$ cat src/rtl/alu_operand_stage_if.sv
// Handshake, operand and writeback bundle between the issuer, the operand stage and the ALU.
// The slave modport is the operand stage; master is the issuer/ALU side.
interface alu_operand_stage_if #(
    parameter int DATA_W = 16,
    parameter int AW     = 3
);
    logic              in_valid;
    logic              in_ready;
    logic [15:0]       instr;
    logic              out_valid;
    logic              out_ready;
    logic [3:0]        aluctrl;
    logic [DATA_W-1:0] din1;
    logic [DATA_W-1:0] din2;
    logic [AW-1:0]     rd;
    logic              illegal;
    logic              wb_en;
    logic [AW-1:0]     wb_addr;
    logic [DATA_W-1:0] wb_data;

    modport master (
        output in_valid, instr, out_ready, wb_en, wb_addr, wb_data,
        input  in_ready, out_valid, aluctrl, din1, din2, rd, illegal
    );

    modport slave (
        input  in_valid, instr, out_ready, wb_en, wb_addr, wb_data,
        output in_ready, out_valid, aluctrl, din1, din2, rd, illegal
    );
endinterface

$ cat src/rtl/alu_operand_stage.sv
// Decode-and-operand stage: decodes one instruction per handshake, reads an 8x16
// register file with writeback bypass, and holds ALU operands in a single output register.
module alu_operand_stage #(
    parameter int DATA_W = 16,
    parameter int NREG   = 8
) (
    input logic               clk,
    input logic               rst_n,
    alu_operand_stage_if.slave bus
);
    localparam int AW = $clog2(NREG);

    logic [DATA_W-1:0] regs [NREG];

    logic [3:0]        opcode;
    logic [AW-1:0]     f_rd, f_rs1, f_rs2;
    logic              f_imm;
    logic              is_nop, is_ill, accept, in_ready;
    logic [DATA_W-1:0] rs1_val, rs2_val, op2_val;

    logic              out_valid, illegal;
    logic [3:0]        aluctrl;
    logic [DATA_W-1:0] din1, din2;
    logic [AW-1:0]     rd;
    logic [AW-1:0]     h_rs1, h_rs2;
    logic              h_imm;
    logic              wb_hit;

    assign opcode = bus.instr[15:12];
    assign f_rd   = bus.instr[11:9];
    assign f_rs1  = bus.instr[8:6];
    assign f_imm  = bus.instr[5];
    assign f_rs2  = bus.instr[4:2];
    assign is_nop = (opcode == 4'b0000);
    assign is_ill = (opcode[3:1] == 3'b111);

    assign in_ready = !out_valid || bus.out_ready;
    assign accept   = bus.in_valid && in_ready;
    assign wb_hit   = bus.wb_en && (bus.wb_addr != '0);

    // r0 is hardwired to zero; a same-cycle writeback to the source register wins over the array
    always_comb begin
        rs1_val = '0;
        rs2_val = '0;
        if (f_rs1 != '0)
            rs1_val = (wb_hit && bus.wb_addr == f_rs1) ? bus.wb_data : regs[f_rs1];
        if (f_rs2 != '0)
            rs2_val = (wb_hit && bus.wb_addr == f_rs2) ? bus.wb_data : regs[f_rs2];
        op2_val = f_imm ? {{(DATA_W-5){1'b0}}, bus.instr[4:0]} : rs2_val;
    end

    always_ff @(posedge clk or negedge rst_n) begin
        if (!rst_n)
            regs <= '{default: '0};
        else if (wb_hit)
            regs[bus.wb_addr] <= bus.wb_data;
    end

    always_ff @(posedge clk or negedge rst_n) begin
        if (!rst_n) begin
            out_valid <= 1'b0;
            illegal   <= 1'b0;
            aluctrl   <= '0;
            din1      <= '0;
            din2      <= '0;
            rd        <= '0;
            h_rs1     <= '0;
            h_rs2     <= '0;
            h_imm     <= 1'b0;
        end else if (accept && !is_nop) begin
            out_valid <= 1'b1;
            illegal   <= is_ill;
            aluctrl   <= is_ill ? 4'b0000 : opcode;
            din1      <= is_ill ? '0 : rs1_val;
            din2      <= is_ill ? '0 : op2_val;
            rd        <= f_rd;
            h_rs1     <= f_rs1;
            h_rs2     <= f_rs2;
            h_imm     <= f_imm;
        end else if (bus.out_ready) begin
            out_valid <= 1'b0;
        end else if (out_valid && !illegal && wb_hit) begin
            // Stalled: track writebacks to the held source registers; illegal entries keep zero operands
            if (bus.wb_addr == h_rs1)
                din1 <= bus.wb_data;
            if (!h_imm && bus.wb_addr == h_rs2)
                din2 <= bus.wb_data;
        end
    end

    assign bus.in_ready  = in_ready;
    assign bus.out_valid = out_valid;
    assign bus.illegal   = illegal;
    assign bus.aluctrl   = aluctrl;
    assign bus.din1      = din1;
    assign bus.din2      = din2;
    assign bus.rd        = rd;
endmodule

$ cat src/flat_wrapper.sv
// flat-port wrapper written by rule: the top's interface ports become plain ports
module alu_operand_stage_flat 
#(
    parameter int DATA_W = 16,
    parameter int NREG   = 8
)
  (clk, rst_n, bus_in_valid, bus_instr, bus_out_ready, bus_wb_en, bus_wb_addr, bus_wb_data, bus_in_ready, bus_out_valid, bus_aluctrl, bus_din1, bus_din2, bus_rd, bus_illegal);
  alu_operand_stage_if #(.DATA_W(DATA_W), .AW(3)) bus_i ();
  input logic clk;
  input logic rst_n;
  input wire logic [$bits(bus_i.in_valid)-1:0] bus_in_valid;
  input wire logic [$bits(bus_i.instr)-1:0] bus_instr;
  input wire logic [$bits(bus_i.out_ready)-1:0] bus_out_ready;
  input wire logic [$bits(bus_i.wb_en)-1:0] bus_wb_en;
  input wire logic [$bits(bus_i.wb_addr)-1:0] bus_wb_addr;
  input wire logic [$bits(bus_i.wb_data)-1:0] bus_wb_data;
  output wire logic [$bits(bus_i.in_ready)-1:0] bus_in_ready;
  output wire logic [$bits(bus_i.out_valid)-1:0] bus_out_valid;
  output wire logic [$bits(bus_i.aluctrl)-1:0] bus_aluctrl;
  output wire logic [$bits(bus_i.din1)-1:0] bus_din1;
  output wire logic [$bits(bus_i.din2)-1:0] bus_din2;
  output wire logic [$bits(bus_i.rd)-1:0] bus_rd;
  output wire logic [$bits(bus_i.illegal)-1:0] bus_illegal;
  assign bus_i.in_valid = bus_in_valid;
  assign bus_i.instr = bus_instr;
  assign bus_i.out_ready = bus_out_ready;
  assign bus_i.wb_en = bus_wb_en;
  assign bus_i.wb_addr = bus_wb_addr;
  assign bus_i.wb_data = bus_wb_data;
  assign bus_in_ready = bus_i.in_ready;
  assign bus_out_valid = bus_i.out_valid;
  assign bus_aluctrl = bus_i.aluctrl;
  assign bus_din1 = bus_i.din1;
  assign bus_din2 = bus_i.din2;
  assign bus_rd = bus_i.rd;
  assign bus_illegal = bus_i.illegal;
  alu_operand_stage #(.DATA_W(DATA_W), .NREG(NREG)) u_core (.clk(clk), .rst_n(rst_n), .bus(bus_i));
endmodule
$ cat config.mk
export PLATFORM = sky130hd
export DESIGN_NAME = alu_operand_stage_flat
export DESIGN_NICKNAME = d
export VERILOG_FILES = /design/src/rtl/alu_operand_stage_if.sv /design/src/rtl/alu_operand_stage.sv /design/src/flat_wrapper.sv
export SDC_FILE = /design/constraint.sdc
export NUM_CORES = 1
export LEC_CHECK = 0
export BUFFER_PORTS_ARGS = -buffer_cell sky130_fd_sc_hd__buf_2
export CAP_MARGIN = 10
export CORE_MARGIN = 4
export CORE_UTILIZATION = 50
export CTS_BUF_LIST = sky130_fd_sc_hd__clkbuf_4 sky130_fd_sc_hd__clkbuf_8 sky130_fd_sc_hd__clkbuf_16
export DETAILED_ROUTE_END_ITERATION = 10
export GPL_TIMING_DRIVEN = 0
export PLACE_DENSITY = 0.69
export SYNTH_ARGS = -nofsm -noshare
export SYNTH_HDL_FRONTEND = slang
export SYNTH_SLANG_ARGS = --single-unit
$ cat constraint.sdc
create_clock -name clk -period 2.2 [get_ports clk]
set_input_delay 0.11 -clock clk [delete_from_list [all_inputs] [get_ports clk]]
set_output_delay 0.11 -clock clk [all_outputs]
set_load 0.02 [all_outputs]
==> impl_metrics.py <==
metrics = {
    "cells_and_area": {
        "drive_gt1_frac": 0.3680,
        "diodes": 0,
        "fin_nets": 875,
        "syn_to_final_growth_pct": 13.87,
        "mostFrequentLayoutCells": "dfrtp_1, mux2_2, buf_2, mux2i_1, nand2_1",
        "fill_cells": 1457,
        "final_common_cell": "dfrtp_1",
        "final_area_um2": 10500,
    },
    "placed_design": {
        "place_area_um2": 9842,
        "place_hpwl_mm": 17.64,
        "place.gp.congestion": 0.8337,
        "portBuffers": 60,
    },
    "sta": {
        "finalHoldViolations": 0,
        "fin_skew_ps": 8.867,
        "slew_viol_final": 0,
        "period_share": 0.9890,
        "min_period_ps": 2176,
        "relSlewSlack": 0.2919,
        "tightest_slew_ps": 1062,
        "fmax_mhz": 459.6,
        "rsz0062_at_grt": "true",
        "setup-violations-final": 0,
        "fin_tns_setup_ps": 0,
    },
    "synth": {
        "synthArstFlopShare": 1.000,
        "ys_ff_latch": 176,
        "yosys_warnings": 0,
        "synth_seq_area_share": 0.4778,
        "synth_area_um2": 9218,
        "synth_flop_cell": "dfrtp_1",
        "synth-edff-count": 0,
        "netlist_instances": 743,
        "ys_top_cells_by_area": "dfrtp_1, mux2_2, mux4_2, mux2i_1, a22oi_1",
        "syn_nets": 783,
        "synth_top_area_cell": "dfrtp_1",
        "avgSynthCellArea_um2": 12.41,
        "synth_top_cell_area_share": 0.4778,
        "synthDistinctLibCells": 47,
    },
    "floorplan": {
        "start_util": 0.5114,
        "io_pins": 82,
        "num_rows": 49,
        "dieHeight_um": 143.8,
        "chipWidth_um": 143.8,
        "die_area_um2": 20670,
        "design.core.area_um2": 18020,
    },
    "global_route": {
        "grt_pass1_wl_mm": 39.99,
        "grt_max_degree": 105,
        "grt_pass1_vias": 6907,
        "grt_overflow": 0,
        "antenna_found_initial": 0,
        "grt_usage": 0.2595,
    },
    "cts": {
        "cts_max_path_buffers": 2,
        "htree_levels": 4,
        "cts_tree": "done",
        "clk_pin_slew_worst_paths_ps": 60,
        "cts_buffers": 17,
        "cts_root_buf": "clkbuf_16",
        "cts.sinks": 176,
        "clk_latency_ps": 430,
    },
    "setup_path": {
        "critPathRequiredTime_ps": 2560,
        "crit_fanout": 10,
        "start_kind": "input pin",
        "endpoint_kind": "flip-flop",
        "critical_path_class": "input pin to flip-flop",
        "cp.arrival_ps": 2540,
    },
    "route": {
        "postRouteAntennaNets": 0,
        "wl_per_cell_um": 24.45,
        "firstDrtPassIters": 6,
        "num_vias": 6837,
        "drcViolationCount": 0,
        "drt_wl_total_mm": 26.26,
        "avgViaCountPerCell": 6.366,
        "drt_iter0_drc": 796,
    },
    "status": {
        "outcome": "completed",
    },
    "worst_hold_path": {
        "hold_class": "input pin to flip-flop",
    },
    "pwr": {
        "p_per_area_nw_per_um2": 878.7,
        "p_leak_nw": 4.731,
        "ir_drop_uv": 578.4,
    },
    "job": {
        "maxCapViolCount": 0,
    },
}
report_power, final:
part | switching, mW | internal [mW] | total, mW
registers | 0.445 | 3.84 | 4.29
logic | 1.10 | 1.09 | 2.19
clock network | 1.25 | 1.50 | 2.75
worst paths after layout:
check	startpoint	slack, ps	cells past startpoint	end
max	bus_instr[12]	20	9	u_core.bus.din1[7]
min	bus_instr[6]	50	3	u_core.h_rs1[0]
max reg2reg	u_core.bus.out_valid	50	6	u_core.bus.din2[12]
min reg2reg	u_core.bus.rd[2]	470	2	u_core.bus.rd[2]
max in group asynchronous	rst_n	1100	3	u_core.bus.din1[12]
min in group asynchronous	rst_n	220	2	u_core.bus.rd[0]
layout make-up:
| cell class | instances | area (um^2) | share of cell area |
|---|---|---|---|
| plain buffers | 85 | 419.2 | 0.03993 |
| clock buffers | 20 | 460.4 | 0.04387 |
| clock inverters | 9 | 63.81 | 0.006079 |
| inverters | 4 | 15.01 | 0.001430 |
| multi-input cells | 477 | 4384 | 0.4177 |
| flip-flops and latches | 176 | 4404 | 0.4196 |
| well taps | 229 | 286.5 | 0.02730 |
| repair buffers | 74 | 462.9 | 0.04411 |
per-stage QoR:
| stage | power [mW] | std cells | setup slack (ps) | hold WS [ps] | util |
|---|---|---|---|---|---|
| floorplan | 5.764 | 743 | 293.8 | -185.6 | - |
| global placement | 6.334 | 1032 | -1523 | 304.9 | 0.5439 |
| detailed placement | 6.476 | 1033 | -156.1 | 104.4 | 0.5460 |
| CTS | 9.217 | 1072 | 12.11 | 35.70 | 0.5814 |
| global route | 9.607 | 1074 | -34.30 | 41.47 | 0.5823 |
| finish | 9.223 | 1074 | 24.17 | 46.37 | 0.5823 |
what timing repair did:
| item | CTS | global route |
|---|---|---|
| setup endpoints to repair | 25 | 16 |
| resized for setup | 3 | 1 |
| gates cloned | 0 | 0 |
| hold buffers | 11 | 0 |
| hold endpoints to repair | 81 | 0 |
| buffers inserted | 0 | 2 |
flip-flops by register name, indices dropped and copies added (netlist names):
register and flops:
u_core.h_imm 1, u_core.bus.out_valid 1, u_core.bus.illegal 1, u_core.bus.din1 16, u_core.h_rs1 3, u_core.h_rs2 3, u_core.bus.rd 3, u_core.bus.din2 16
u_core.regs 128, u_core.bus.aluctrl 4
synthesized netlist by cell type (2+ instances only):
master	instances
a211oi_1	2
a21oi_1	19
a21oi_2	10
a22o_1	5
a22oi_1	30
a2bb2oi_1	7
and3_1	3
buf_1	3
buf_2	36
buf_4	6
buf_6	4
clkbuf_1	36
dfrtp_1	176
inv_1	4
mux2_2	114
mux2i_1	73
mux4_2	36
nand2_1	50
nand2b_1	4
nand3_1	18
nand4b_1	3
nor2_1	22
nor2b_1	3
nor3_1	4
nor4bb_1	2
o211ai_1	13
o21ai_0	14
o21ai_1	13
o22ai_1	4
xor2_1	12
worst max-delay path, cell delays in order:
cell           delay [ps]
dlygate4sd3_1         540
buf_2                 140
o41ai_4               330
nor2b_1                90
buf_2                 200
a21oi_2               430
buf_2                 410
o21ai_1               120
a21oi_2               150
cell families (layout without fill, tap and decap cells):
logic type	count (synthesis)	count (layout)	share of synthesized area
mux	223	223	0.3065
simple gates	120	120	0.06434
xor+xnor	12	12	0.01140
compound gates	122	122	0.09258
buf+inv	90	192	0.04737
flops	176	176	0.4778
per-layer routing:
metal	up-vias	GRT usage	wire, um
li1	2898	-	-
met4	0	0.08821	619
met2	344	0.4324	12930
met3	56	0.04892	2134
met1	3539	0.3434	10570
met5	-	0	0
Power figures use the tool's default switching activity.
